File: config.mk
export PLATFORM = sky130hd
export DESIGN_NAME = pipe_stage_buf
export DESIGN_NICKNAME = d
export VERILOG_FILES = /design/src/rtl/pipe_stage_buf.sv
export SDC_FILE = /design/constraint.sdc
export NUM_CORES = 1
export LEC_CHECK = 0
export ABC_CLOCK_PERIOD_IN_PS = 1300
export CAP_MARGIN = 25
export CELL_PAD_IN_SITES_DETAIL_PLACEMENT = 1
export CELL_PAD_IN_SITES_GLOBAL_PLACEMENT = 2
export CORE_MARGIN = 10
export CORE_UTILIZATION = 19
export DETAILED_ROUTE_END_ITERATION = 12
export GPL_TIMING_DRIVEN = 0
export PLACE_DENSITY_LB_ADDON = 0.3
export SETUP_SLACK_MARGIN = 0.1
export SLEW_MARGIN = 20
export SYNTH_ARGS = -nofsm -noshare
export SYNTH_HDL_FRONTEND = slang
export SYNTH_SLANG_ARGS = --single-unit
File: constraint.sdc
create_clock -name clk -period 1.3 [get_ports clk]
set_input_delay 0.13 -clock clk [delete_from_list [all_inputs] [get_ports clk]]
set_output_delay 0.13 -clock clk [all_outputs]
set_load 0.05 [all_outputs]
File: src/rtl/pipe_stage_buf.sv
// pipe_stage_buf: valid/allowin pipeline stage, plain register or two-entry skid buffer
module pipe_stage_buf #(
  parameter int DW = 64,
  parameter int SKID = 0,
  parameter logic [DW-1:0] RST_VAL = {DW{1'b0}}
) (
  input  logic          clk,
  input  logic          rst_n,
  input  logic          flush,
  input  logic          in_valid,
  input  logic [DW-1:0] in_data,
  output logic          in_allowin,
  input  logic          ready_go,
  output logic          out_valid,
  output logic [DW-1:0] out_data,
  input  logic          out_allowin,
  output logic          stage_valid,
  output logic [1:0]    occ
);
  logic          head_v, skid_v, allow_q;
  logic [DW-1:0] head_d, skid_d;
  logic          acc, drain, head_ld_in, head_ld_skid, skid_ld, head_v_n, skid_v_n;
  assign stage_valid = head_v;
  assign out_valid   = head_v && ready_go;
  assign out_data    = head_d;
  assign occ         = {1'b0, head_v} + {1'b0, skid_v};
  assign drain       = out_valid && out_allowin;
  // skid mode exposes only the flop, cutting the path from downstream back to upstream
  assign in_allowin  = (SKID != 0) ? allow_q : (!head_v || drain);
  assign acc         = in_valid && in_allowin;
  always_comb begin
    head_ld_in   = acc && (!head_v || (drain && !skid_v));
    head_ld_skid = drain && skid_v;
    skid_ld      = (SKID != 0) && acc && head_v && (!drain || skid_v);
    head_v_n     = acc || (drain ? skid_v : head_v);
    skid_v_n     = skid_ld ? 1'b1 : (head_ld_skid ? 1'b0 : skid_v);
  end
  always_ff @(posedge clk) begin
    if (!rst_n) begin
      head_v  <= 1'b0;
      skid_v  <= 1'b0;
      allow_q <= 1'b1;
      head_d  <= RST_VAL;
      skid_d  <= RST_VAL;
    end else begin
      head_v  <= !flush && head_v_n;
      skid_v  <= !flush && skid_v_n;
      allow_q <= flush || !(head_v_n && skid_v_n);
      if (head_ld_in) head_d <= in_data;
      else if (head_ld_skid) head_d <= skid_d;
      if (skid_ld) skid_d <= in_data;
    end
  end
endmodule
==> flow_summary.json <==
{
  "outcome": "finished, final reports clean",
  "wl_per_cell_um": 17.06,
  "die_h_um": 126.6,
  "fillers": 1216,
  "hp-class": "in -> reg",
  "crit_path_end_kind": "flop",
  "grt_start_max_net_pins": 11,
  "place_inst": 433,
  "diodes": 0,
  "grt_pass1_wl_um": 11920,
  "p_sw_frac": 0.2861,
  "power_leakage_nw": 1.784,
  "synthMuxAreaShare": 0,
  "synth_top_family_by_area": "compound AO/OA/AOI/OAI gates",
  "syn_avg_cell_area_um2": 13.92,
  "netlist_instances": 155,
  "synthesis.area_um2": 2157,
  "synth_fa_ha_area_frac": 0.005800,
  "grt_antenna_before_repair": 0,
  "initial_utilization": 0.1964,
  "finalPower_mw": 5.610,
  "drc": 0,
  "gp_congestion": 0.6827,
  "finalNonFillerCells": 456,
  "clk_latency_ps": 320,
  "dr.pass1.iters": 3,
  "drive_gt1_frac": 0.5127,
  "root_buffer": "clkbuf_16",
  "worstHoldPathCells": 2,
  "synth_xor_area_frac": 0,
  "cts_made_buffers": 9,
  "overflow": 0,
  "fmax_ghz": 0.7766,
  "yosysSeqAreaShare": 0.6125,
  "crit_slowest_cell": "dfxtp_4",
  "power.density_nw_per_um2": 1378,
  "slew_viol_final": 0,
  "clkSinkCount": 66,
  "cap_viol_max_count": 0,
  "relSlewSlack": 0.8058,
  "clk_transition_reported_paths_ps": 50,
  "drt_iter0_markers": 65,
  "reg2regPathDepth": 5,
  "ir_worst_vdd_uv": 633.0,
  "dieArea_um2": 16010,
  "synth_top_area_frac": 0.6125,
  "skew_ps": 1.862,
  "synth_area_leaders": "dfxtp_1 (61%), a22o_2 (25%), a22o_1 (4.1%)",
  "setup_violations": 0,
  "rsz0062_at_grt": "true",
  "switchingPower_mw": 1.605,
  "fin_nets": 382,
  "required_ps": 1570,
  "start_kind": "flop",
  "worst_pin_slew_ps": 292.7,
  "hold_violations": 0,
  "p_clk_frac": 0.388,
  "synthArstFlopShare": 0,
  "path_cells": "a21bo_4 -> a21oi_4 -> buf_12 -> buf_6 -> a22o_2",
  "ant_nets": 0,
  "cts_tree": "done",
  "critPathKind": "reg -> reg",
  "yosys.area_share.simple": 0.01798,
  "synth_cell_type_count": 18,
  "dp_hpwl_um": 5838,
  "wirelength_um": 7778,
  "finalCritPeriodShare": 0.9905,
  "syn2layout_area_growth_pct": 88.81,
  "track_usage": 0.09302,
  "die_width_um": 126.6,
  "synth_compound_area_frac": 0.3167,
  "grt_pass1_vias": 2058,
  "cp.arrival_ps": 1560,
  "port_buffers": 138,
  "clk_path_buf_depth": 2,
  "synthesis.nets": 226,
  "ys_ff_latch": 66,
  "row_count": 38,
  "pwr-share-comb": 0.216,
  "pwr-share-seq": 0.396,
  "slowest_delay_ps": 360,
  "coreArea_um2": 10980,
  "synth_edf_count": 0,
  "io_pins": 139,
  "yosys_warnings": 0,
  "synth_commonest_cells": "dfxtp_1 (66), a22o_2 (54), a22o_1 (10)",
  "fin_ws_ps": 12.40,
  "via_count": 1880,
  "h-tree-depth": 3,
  "via_per_inst": 4.123,
  "yosysMostFrequentCell": "dfxtp_1",
  "crit_fanout": 10,
  "period_needed_ps": 1288,
  "preCtsSetupSlack_ps": -615.6,
  "intPower_mw": 4.005,
  "yosysTopAreaCell": "dfxtp_1",
  "synth_flop_cell": "dfxtp_1"
}
## worst paths after layout
| kind | from | to | slack [ps] |
|---|---|---|---|
| setup / recovery | stage_valid | out_data[16] | 10 |
| hold / removal | flush | stage_valid | 370 |
| setup reg to reg | stage_valid | out_data[16] | 10 |
| hold reg to reg | out_data[49] | out_data[49] | 470 |
## through the flow
| step | cell area (um^2) | hold slack [ps] | TNS (ps) | utilization |
|---|---|---|---|---|
| global placement | 3717 | 461.1 | -38370 | 0.3385 |
| finish | 4073 | 369.6 | 0 | 0.3708 |
| floorplan | 2161 | 199.4 | -8299 | - |
| global route | 4073 | 378.4 | -2067 | 0.3708 |
| CTS | 4243 | 357.0 | -275.4 | 0.3863 |
| detailed placement | 3717 | 468.7 | -38810 | 0.3385 |
## logic make-up after synthesis
kind of cell | Yosys count
compound gates | 69
flops | 66
buf+inv | 13
simple gates | 6
fa+ha+maj | 1
## sequential cells by signal, summed over array words and instances, names as in the netlist
signal / count
out_data: 64
stage_valid: 1
skid_v: 1
## timing repair
action | 4_1_cts | 5_1_grt
cloned | 1 | 1
hold buffers | 0 | 0
pin swaps | 3 | 2
endpoints found under the hold margin | 0 | 0
gates resized for setup | 251 | 84
buffers inserted | 4 | 1
endpoints found under the setup margin | 133 | 106
## metal layers
| metal | up-vias | share of wire | track usage |
|---|---|---|---|
| met4 | 0 | 0.011 | 0.03215 |
| met1 | 871 | 0.41 | 0.1046 |
| met3 | 9 | 0.12 | 0.06164 |
| met5 | - | 0 | 0 |
| li1 | 916 | - | - |
| met2 | 84 | 0.45 | 0.1382 |
## layout make-up
type,count,area [um^2],share of cell area
plain buffers,12,142.6,0.03502
clock buffers,13,250.2,0.06144
clock inverters,3,15.01,0.003687
inverters,1,3.754,0.0009217
multi-input cells,76,817.0,0.2006
flip-flops and latches,66,1326,0.3257
well taps,140,175.2,0.04301
repair buffers,145,1343,0.3296
## worst max-delay path: cells and delay by family (launching register included)
family                 cells  cell delay, ps
AOI/OAI and AO/OA          3             570
buffers and inverters      2             290
DFF                        1             360
## power groups by stage
| stage | registers (mW) | logic [mW] | clock network [mW] |
|---|---|---|---|
| 3_5_place_dp | 2.26 | 1.21 | 0 |
| 5_1_grt | 2.23 | 1.27 | 2.37 |
| 2_1_floorplan | 2.70 | 0.231 | 0 |
| 6_report | 2.22 | 1.21 | 2.18 |
| 3_3_place_gp | 2.26 | 1.20 | 0 |
| 4_1_cts | 2.22 | 1.25 | 2.27 |
## layout by cell type, fill, tap and decap left out, drive strengths merged, types with 3 or more instances in the layout
| cell type | netlist | layout |
|---|---|---|
| a21oi | 3 | 3 |
| dfxtp | 66 | 66 |
| clkdlybuf4s50 | 0 | 69 |
| clkdlybuf4s15 | 0 | 18 |
| buf | 12 | 59 |
| clkdlybuf4s18 | 0 | 10 |
| clkbuf | 0 | 14 |
| clkinv | 0 | 3 |
| a22o | 64 | 64 |
Note: power is estimated with default switching activity, not from simulation.
